## src/rtl/pwm_chain_pkg.sv

```systemverilog
// Shared types and register map for the multi-channel PWM generator.
package pwm_chain_pkg;

    typedef enum logic [1:0] {
        MODE_UP       = 2'd0,
        MODE_DOWN     = 2'd1,
        MODE_TRIANGLE = 2'd2
    } pwm_mode_e;

    localparam logic [7:0] CTRL_ADDR     = 8'h00;
    localparam logic [7:0] PERIOD_ADDR   = 8'h04;
    localparam logic [7:0] DEADTIME_ADDR = 8'h08;
    localparam logic [7:0] COMPARE_BASE  = 8'h10;

    localparam int CTRL_RUN_BIT         = 0;
    localparam int CTRL_MODE_LSB        = 1;
    localparam int CTRL_MODE_MSB        = 2;
    localparam int CTRL_FAULT_CLEAR_BIT = 4;

    // Encoding 3 has no mode of its own and behaves as up-sawtooth.
    function automatic pwm_mode_e decode_mode(input logic [1:0] m);
        case (m)
            2'd1:    return MODE_DOWN;
            2'd2:    return MODE_TRIANGLE;
            default: return MODE_UP;
        endcase
    endfunction

endpackage

```

## src/rtl/pwm_deadtime_pair.sv

```systemverilog
// Complementary high/low driver with dead-time insertion for one PWM channel.
// state    | meaning
// ST_WAIT  | both sides off, dead-time counter running down to terminal count
// ST_DRIVE | one side on, matching the current raw level
module pwm_deadtime_pair #(
    parameter int DEADTIME_WIDTH = 10
) (
    input  logic                      clock,
    input  logic                      reset,
    input  logic                      raw,
    input  logic [DEADTIME_WIDTH-1:0] deadtime,
    output logic                      high,
    output logic                      low
);

    typedef enum logic {ST_WAIT, ST_DRIVE} dt_state_e;

    dt_state_e                 state, state_next;
    logic [DEADTIME_WIDTH-1:0] cnt, cnt_next;
    logic                      raw_q;
    logic                      high_next, low_next;

    always_ff @(posedge clock or posedge reset) begin
        if (reset) begin
            state <= ST_WAIT;
            cnt   <= '0;
            raw_q <= 1'b0;
            high  <= 1'b0;
            low   <= 1'b0;
        end else begin
            state <= state_next;
            cnt   <= cnt_next;
            raw_q <= raw;
            high  <= high_next;
            low   <= low_next;
        end
    end

    // The edge cycle itself counts as the first dead clock, hence deadtime-1.
    always_comb begin
        state_next = state;
        cnt_next   = cnt;
        high_next  = high;
        low_next   = low;
        if (raw != raw_q) begin
            if (deadtime == '0) begin
                state_next = ST_DRIVE;
                high_next  = raw;
                low_next   = !raw;
            end else begin
                state_next = ST_WAIT;
                high_next  = 1'b0;
                low_next   = 1'b0;
                cnt_next   = deadtime - 1'b1;
            end
        end else if (state == ST_WAIT) begin
            if (cnt == '0 || deadtime == '0) begin
                state_next = ST_DRIVE;
                high_next  = raw;
                low_next   = !raw;
            end else begin
                cnt_next = cnt - 1'b1;
            end
        end
    end

endmodule

```

## src/rtl/pwm_chain_gen.sv

```systemverilog
// Timebase counter with up/down/triangle modes, shadowed compare channels and
// dead-time protected complementary outputs, configured through a write port.
module pwm_chain_gen
    import pwm_chain_pkg::*;
#(
    parameter int N_CHANNELS     = 3,
    parameter int COUNTER_WIDTH  = 16,
    parameter int DEADTIME_WIDTH = 10
) (
    input  logic                    clock,
    input  logic                    reset,
    input  logic                    timebase_tick,
    input  logic                    cfg_valid,
    input  logic [7:0]              cfg_addr,
    input  logic [31:0]             cfg_data,
    input  logic                    fault,
    output logic [2*N_CHANNELS-1:0] pwm_out,
    output logic                    period_sync,
    output logic                    fault_latched
);

    logic                      run;
    pwm_mode_e                 mode;
    logic [DEADTIME_WIDTH-1:0] deadtime;
    logic [COUNTER_WIDTH-1:0]  period_shadow, period_active;
    logic [COUNTER_WIDTH-1:0]  cmp_shadow [N_CHANNELS];
    logic [COUNTER_WIDTH-1:0]  cmp_active [N_CHANNELS];
    logic [COUNTER_WIDTH-1:0]  counter, counter_next;
    logic                      dir_down, dir_down_next;
    logic                      boundary;
    logic [N_CHANNELS-1:0]     raw, pair_high, pair_low;
    logic                      wr_ctrl, fault_clear;
    pwm_mode_e                 mode_wr;
    logic                      unused_cfg;

    assign wr_ctrl     = cfg_valid && (cfg_addr == CTRL_ADDR);
    assign fault_clear = wr_ctrl && cfg_data[CTRL_FAULT_CLEAR_BIT];
    assign mode_wr     = decode_mode(cfg_data[CTRL_MODE_MSB:CTRL_MODE_LSB]);
    assign unused_cfg  = ^cfg_data;

    always_comb begin
        boundary      = 1'b0;
        counter_next  = counter;
        dir_down_next = dir_down;
        if (run && timebase_tick) begin
            if (period_active == '0) begin
                boundary     = 1'b1;
                counter_next = '0;
            end else begin
                case (mode)
                    MODE_DOWN: begin
                        if (counter == '0) begin
                            boundary     = 1'b1;
                            counter_next = period_shadow;
                        end else begin
                            counter_next = counter - 1'b1;
                        end
                    end
                    MODE_TRIANGLE: begin
                        if (!dir_down) begin
                            if (counter >= period_active) begin
                                dir_down_next = 1'b1;
                                counter_next  = period_active - 1'b1;
                            end else begin
                                counter_next = counter + 1'b1;
                            end
                        end else if (counter == '0) begin
                            boundary      = 1'b1;
                            dir_down_next = 1'b0;
                            counter_next  = COUNTER_WIDTH'(1);
                        end else begin
                            counter_next = counter - 1'b1;
                        end
                    end
                    default: begin
                        if (counter >= period_active) begin
                            boundary     = 1'b1;
                            counter_next = '0;
                        end else begin
                            counter_next = counter + 1'b1;
                        end
                    end
                endcase
            end
        end
        if (!run) begin
            counter_next  = '0;
            dir_down_next = 1'b0;
        end
    end

    always_ff @(posedge clock or posedge reset) begin
        if (reset) begin
            run           <= 1'b0;
            mode          <= MODE_UP;
            deadtime      <= '0;
            period_shadow <= '0;
            period_active <= '0;
            counter       <= '0;
            dir_down      <= 1'b0;
            period_sync   <= 1'b0;
            fault_latched <= 1'b0;
            raw           <= '0;
            for (int i = 0; i < N_CHANNELS; i++) begin
                cmp_shadow[i] <= '0;
                cmp_active[i] <= '0;
            end
        end else begin
            counter     <= counter_next;
            dir_down    <= dir_down_next;
            period_sync <= boundary;

            // Active values read the shadows before this cycle's write lands.
            if (!run || boundary) begin
                period_active <= period_shadow;
                for (int i = 0; i < N_CHANNELS; i++) cmp_active[i] <= cmp_shadow[i];
            end

            if (wr_ctrl) begin
                run  <= cfg_data[CTRL_RUN_BIT];
                mode <= mode_wr;
                if (mode_wr != mode) dir_down <= 1'b0;
            end
            if (cfg_valid && cfg_addr == PERIOD_ADDR) period_shadow <= cfg_data[COUNTER_WIDTH-1:0];
            if (cfg_valid && cfg_addr == DEADTIME_ADDR) deadtime <= cfg_data[DEADTIME_WIDTH-1:0];
            for (int i = 0; i < N_CHANNELS; i++) begin
                if (cfg_valid && cfg_addr == COMPARE_BASE + 8'(4 * i))
                    cmp_shadow[i] <= cfg_data[COUNTER_WIDTH-1:0];
            end

            if (fault) fault_latched <= 1'b1;
            else if (fault_clear) fault_latched <= 1'b0;

            for (int i = 0; i < N_CHANNELS; i++) raw[i] <= (counter < cmp_active[i]);
        end
    end

    for (genvar g = 0; g < N_CHANNELS; g++) begin : g_ch
        pwm_deadtime_pair #(.DEADTIME_WIDTH(DEADTIME_WIDTH)) u_pair (
            .clock    (clock),
            .reset    (reset),
            .raw      (raw[g]),
            .deadtime (deadtime),
            .high     (pair_high[g]),
            .low      (pair_low[g])
        );
    end

    always_comb begin
        pwm_out = '0;
        if (run && !fault_latched) begin
            for (int i = 0; i < N_CHANNELS; i++) begin
                pwm_out[2*i]   = pair_high[i];
                pwm_out[2*i+1] = pair_low[i];
            end
        end
    end

endmodule

```

## config.mk

```make
export PLATFORM = sky130hd
export DESIGN_NAME = pwm_chain_gen
export DESIGN_NICKNAME = d
export VERILOG_FILES = /design/src/rtl/pwm_chain_pkg.sv /design/src/rtl/pwm_deadtime_pair.sv /design/src/rtl/pwm_chain_gen.sv
export SDC_FILE = /design/constraint.sdc
export NUM_CORES = 1
export LEC_CHECK = 0
export CORE_MARGIN = 3
export CORE_UTILIZATION = 55
export DETAILED_ROUTE_END_ITERATION = 16
export GPL_ROUTABILITY_DRIVEN = 0
export HOLD_SLACK_MARGIN = 0.12
export PLACE_DENSITY = 0.79
export SLEW_MARGIN = 30
export SYNTH_ARGS = -nofsm -noshare
export SYNTH_HDL_FRONTEND = slang
export SYNTH_SLANG_ARGS = --single-unit
```

## constraint.sdc

```tcl
create_clock -name clock -period 8.6 [get_ports clock]
set_input_delay 1.72 -clock clock [delete_from_list [all_inputs] [get_ports clock]]
set_output_delay 1.72 -clock clock [all_outputs]
set_load 0.05 [all_outputs]
```

==> Word-level counts from Yosys, hierarchy flattened <==
Cells that the tools add are included.
Widths: inputs -> output; s select.
{ "totals": {"regBits": 205, "input_bits": 45, "out_inout_bits": 8, "word_cells": 171} }
{ "op_classes": {"add_sub_neg": 7, "n_lt_le_gt_ge": 4, "n_eq_ne": 23, "mux": 71, "n_reduce_logical": 35} }
{ "op_table": {"columns": ["cell", "count"], "rows": [
  ["$mux 16", 8],
  ["$mux 10", 10],
  ["$mux 1", 49],
  ["$lt 16x16->1", 3],
  ["$logic_not 10->1", 4],
  ["$sub 10x1->10 const B", 4],
  ["$logic_not 16->1", 2],
  ["$pmux 16 s2", 1],
  ["$sub 16x1->16 const B", 2],
  ["$eq 8x5->1 const B", 3],
  ["$add 16x1->16 const B", 1],
  ["$ge 16x16->1", 1],
  ["$ne 2x2->1 const B", 6],
  ["$logic_and 1x1->1", 9],
  ["$reduce_and 3->1", 3],
  ["$eq 8x3->1 const B", 1],
  ["$eq 8x4->1 const B", 1],
  ["$logic_not 8->1", 1],
  ["$ne 2x1->1 const B", 4],
  ["$reduce_bool 2->1", 4],
  ["$mux 6", 1],
  ["$reduce_and 2->1", 3],
  ["$logic_not 1->1", 5],
  ["$eq 2x1->1 const B", 2],
  ["6 further kinds", 12]
]} }

==> Longest topological paths before layout <==
{ "depth": {"word_depth": 9, "ltp_mapped": 12} }

==> By module <==
From an unflattened synthesis, not the netlist that was laid out.
{ "hier_totals": {"cells_unflattened": 1270, "hier_area_um2": 12743.5} }
{ "by_module_without_submodules": {"columns": ["module", "n_inst", "cells_per_inst", "area_per_inst_um2", "seq_area_each_um2"], "rows": [
  ["pwm_chain_gen", 1, 920, 9729.3, 4078.9],
  ["pwm_deadtime_pair (g_ch[0].u_pair ...)", 2, 114, 982.2, 350.3],
  ["pwm_deadtime_pair (g_ch[2].u_pair)", 1, 122, 1049.8, 350.3]
]} }

==> Worst setup path after synthesis <==
OpenSTA, ideal clock, no wires.
{ "synth_path": {"path_type": "input to register", "from": "in cfg_addr[1]", "to": "reg period_shadow[0]", "setup_time_ns": 0.125, "t_arrival_ns": 3.336, "t_required_ns": 8.475, "path_slack_ns": 5.139, "cell_stages": 7, "path_cell_list": "nor4_1 > nand3b_1 > nor2_1 > nand2_1 > nor2_1 > clkbuf_1 > mux2_2"} }
{ "synth_between": {"elab_chain_cells": 2} }
{ "synth_rtl": {"columns": ["item", "line_no", "rtl"], "rows": [
  ["start, declared", "pwm_chain_gen.sv:14", "input logic [7:0] cfg_addr,"],
  ["$eq 8x3->1", "pwm_chain_gen.sv:124", "if (cfg_valid && cfg_addr == PERIOD_ADDR) period_shadow <= cfg_data[COUNTER_WIDTH-1:0];"],
  ["$logic_and 1x1->1", "pwm_chain_gen.sv:124", null],
  ["end signal, assigned", "pwm_chain_gen.sv:124", null],
  ["end, declared", "pwm_chain_gen.sv:25", "logic [COUNTER_WIDTH-1:0] period_shadow, period_active;"]
]} }
No other way between the ends.
A chain may end at the register's enable or synchronous reset.

==> Worst setup path in the final report <==
{ "layout_path": {"from": "reg counter[15]", "to": "reg cmp_active[40] (netlist name)"} }
{ "layout_between": {"elab_chain_cells": 7} }
{ "layout_rtl": {"columns": ["item", "line_no", "rtl"], "rows": [
  ["start, declared", "pwm_chain_gen.sv:28", "logic [COUNTER_WIDTH-1:0] counter, counter_next;"],
  ["start signal, assigned", "pwm_chain_gen.sv:109", "counter <= counter_next;"],
  ["parallel branches: the longest is 3 deep, another holds $ge 16x16->1", null, null],
  ["$pmux 1 s2 *", "pwm_chain_gen.sv:50", "case (mode)"],
  ["$mux 1 *", "pwm_chain_gen.sv:46", "if (period_active == '0) begin"],
  ["$mux 1 *", "pwm_chain_gen.sv:45", "if (run && timebase_tick) begin"],
  ["$logic_or 1x1->1 *", "pwm_chain_gen.sv:114", "if (!run || boundary) begin"],
  ["end signal, assigned by index", "pwm_chain_gen.sv:106", "cmp_active[i] <= '0;"],
  ["end, declared", "pwm_chain_gen.sv:27", "logic [COUNTER_WIDTH-1:0] cmp_active [N_CHANNELS];"]
]} }
Mark *: on every way between the ends.

==> flow_metrics.env <==
export IMPL_status="complete, no violations"
export IMPL_setup_tns_final_ns=0
export IMPL_placed_area_sq_mm=0.01246
export IMPL_dr_pass1_iters=5
export IMPL_wire_per_inst_microns=19.28
export IMPL_ff2ff_path_depth=10
export IMPL_core_region_area_sq_mm=0.02122
export IMPL_holdPathEnd="cmp_shadow[4]$_DFFE_PP0P_"
export IMPL_clk_pin_slew_ns=0.06
export IMPL_slew_viol_final=0
export IMPL_required_ns=8.99
export IMPL_critPathLaunchType="register"
export IMPL_synthArstFlopShare=1.000
export IMPL_maxCapViolCount=0
export IMPL_syn_num_nets=1330
export IMPL_slew_headroom=0.3732
export IMPL_routed_wirelength_microns=29130
export IMPL_clk_latency_ns=0.51
export IMPL_diodes=0
export IMPL_drive_above_1_share=0.1448
export IMPL_synth_seq_cells=205
export IMPL_skew_ns=0.01202
export IMPL_critPathArrivalTime_ns=5.17
export IMPL_ys_warn_count=0
export IMPL_cts_resized=0
export IMPL_whs_path_depth=2
export IMPL_cts_sinks=205
export IMPL_final_util=0.6232
export IMPL_pwr_density_cell_mw_per_mm2=221.2
export IMPL_grt_pass1_wl_microns=47190
export IMPL_synthTopCellsByArea="dfrtp_1, mux2_2, ha_1"
export IMPL_synth_area_per_cell_sq_um=9.860
export IMPL_std_cell_rows=53
export IMPL_rsz0062_at_grt="no"
export IMPL_cts_root_buf="clkbuf_16"
export IMPL_start_util=0.5636
export IMPL_clock_tree_buffer_depth=3
export IMPL_grt_max_degree=159
export IMPL_worstSetupEndpointType="register"
export IMPL_cts_made_buffers=23
export IMPL_fp_dieH_microns=153.5
export IMPL_ys_seq_area_frac=0.4289
export IMPL_worstReg2RegStart="counter[15]$_DFFE_PP0P_"
export IMPL_dr_total_vias=9329
export IMPL_p_leak_nw=6.195
export IMPL_grt_overflow=0
export IMPL_reg2reg_to="cmp_active[40]$_DFFE_PP0P_"
export IMPL_ff_latch_area_sq_mm=0.005130
export IMPL_finalHoldViolCount=0
export IMPL_synth_area_sq_mm=0.01196
export IMPL_drtIter0Drc=889
export IMPL_holdWs_ns=0.4767
export IMPL_postCtsSetupBuffers=0
export IMPL_setup_viol=0
export IMPL_fill_cells=1703
export IMPL_synthFlopType="dfrtp_1"
export IMPL_avgViaCountPerCell=6.174
export IMPL_multi_input_area_sq_mm=0.006246
export IMPL_htreeDepth=1
export IMPL_ir_drop_v=0.0001555
export IMPL_cp_max_fo=39
export IMPL_min_from="cmp_shadow[4]$_DFFE_PP0P_"
export IMPL_worstMarginPinSlew_ns=0.9368
export IMPL_timing_fmax_ghz=0.2089
export IMPL_grt_pass1_vias=9059
export IMPL_r2r_setup_slack_ns=3.81
export IMPL_drc=0
export IMPL_antenna_found_initial=0
export IMPL_yosys_area_top_type_share=0.4289
export IMPL_dieArea_sq_mm=0.02355
export IMPL_portBuffers=36
export IMPL_final_nets=1338
export IMPL_die_w_microns=153.5
export IMPL_hpwl_microns=19970
export IMPL_fin_crit_sh=0.5566
export IMPL_yosys_area_top_type="dfrtp_1"
export IMPL_syn_to_final_growth_pct=10.58
export IMPL_ant_nets=0
export IMPL_cts_tree="done"
export IMPL_fin_crit_ns=4.786
export IMPL_path_class="register to register"
export IMPL_ioPinCount=53
export IMPL_ctsHoldBuffers=0
export IMPL_hold_path_class="register to register"
export IMPL_synth_cell_types=65
export IMPL_synth_enable_flop_cells=0
export IMPL_stdcell_area_sq_mm=0.01323
export IMPL_grt_usage=0.2440
export IMPL_synth_cells=1213
[final cells by class]
cell class / instances / share of cell area
multi-input combinational: 857 / 0.4723
clock inverter: 9 / 0.005676
inverter: 90 / 0.02649
tap: 275 / 0.02602
clock buffer: 31 / 0.04957
timing repair buffer: 44 / 0.03207
sequential: 205 / 0.3879
[how the worst max path moves through the flow]
stage,depth (start not counted),slack (ns),endpoint,startpoint
3_3_place_gp,10,3.94,cmp_active[23]$_DFFE_PP0P_,counter[15]$_DFFE_PP0P_
4_1_cts,10,3.85,cmp_active[32]$_DFFE_PP0P_,counter[15]$_DFFE_PP0P_
3_5_place_dp,10,3.89,cmp_active[32]$_DFFE_PP0P_,counter[15]$_DFFE_PP0P_
5_1_grt,10,3.64,cmp_active[5]$_DFFE_PP0P_,counter[15]$_DFFE_PP0P_
2_1_floorplan,1,1.28,cmp_active[0]$_DFFE_PP0P_,reset
6_report,10,3.81,cmp_active[40]$_DFFE_PP0P_,counter[15]$_DFFE_PP0P_
[registers in the layout (all words and copies together) (netlist names), 10 cells and up]
register and count:
cmp_active 48, cmp_shadow 48, g_ch.u_pair.cnt 30, counter 16, period_active 16, period_shadow 16, deadtime 10
[per-layer routing]
layer	GRT usage	vias up	wire, microns
met5	0	-	0
met4	0.08410	0	843
met3	0.02605	66	1799
met2	0.3951	332	13750
met1	0.3450	4586	12740
li1	-	4345	-
[synthesized netlist by cell type (6+ instances only)]
cell and n:
xor2_1 19, or4_1 11, mux2_1 17, a21oi_1 68
o31ai_1 8, o22ai_1 8, a32o_1 7, nand2_1 72
buf_6 6, a21o_1 11, o211ai_1 12, nand3_1 28
nand4_1 11, nor2b_1 8, ha_1 72, nor3_1 36
nor2_1 90, dfrtp_1 205, mux2_2 119, inv_1 89
nand2b_1 16, nor4_1 13, o21ai_0 89, clkbuf_1 50
xnor2_1 36, or3_1 9, a22oi_1 8, and2_1 6
[placed cells by master, fill, tap and decap left out, types with 36 or more instances in the layout]
cell,instances
dfrtp_1,205
a21oi_1,68
clkdlybuf4s50_1,36
o21ai_0,89
ha_1,72
nor2_1,90
mux2_2,119
nor3_1,36
nand2_1,72
inv_1,88
[power by group]
part	switching [W]	internal, W	total, W
Clock	0.000390	0.000562	0.000951
Sequential	0.000114	0.00108	0.00119
Combinational	0.000466	0.000314	0.000780
Total	0.000969	0.00196	0.00293
[critical path, stage by stage (launching register included)]
cell     delay (ns)
dfrtp_1        0.56
ha_1           0.42
nand4_1        0.13
nor3_1         0.38
or4b_2         0.66
nand3_1        0.12
buf_4          0.34
a21oi_1        0.22
o21ai_4        0.78
buf_4          0.61
mux2_1         0.39
[per-stage QoR]
| step | cells | setup slack (ns) | power [W] |
|---|---|---|---|
| floorplan | 1213 | 1.284 | 0.001787 |
| global placement | 1470 | 3.939 | 0.001941 |
| detailed placement | 1470 | 3.889 | 0.001973 |
| CTS | 1510 | 3.846 | 0.002926 |
| global route | 1511 | 3.638 | 0.003090 |
| finish | 1511 | 3.814 | 0.002925 |
[cells by family (layout without fill, tap and decap cells)]
logic type               after synthesis  count (layout)  synth area share
AND/OR/NAND/NOR                      322             322            0.1322
AO/OA/AOI/OAI                        267             267            0.1396
flip-flops                           205             205            0.4289
buffers and inverters                151             174           0.05147
multiplexers                         141             141            0.1322
adder cells (fa/ha/maj)               72              72           0.07532
XOR/XNOR                              55              55           0.04028
(Power assumes the default switching activity.)
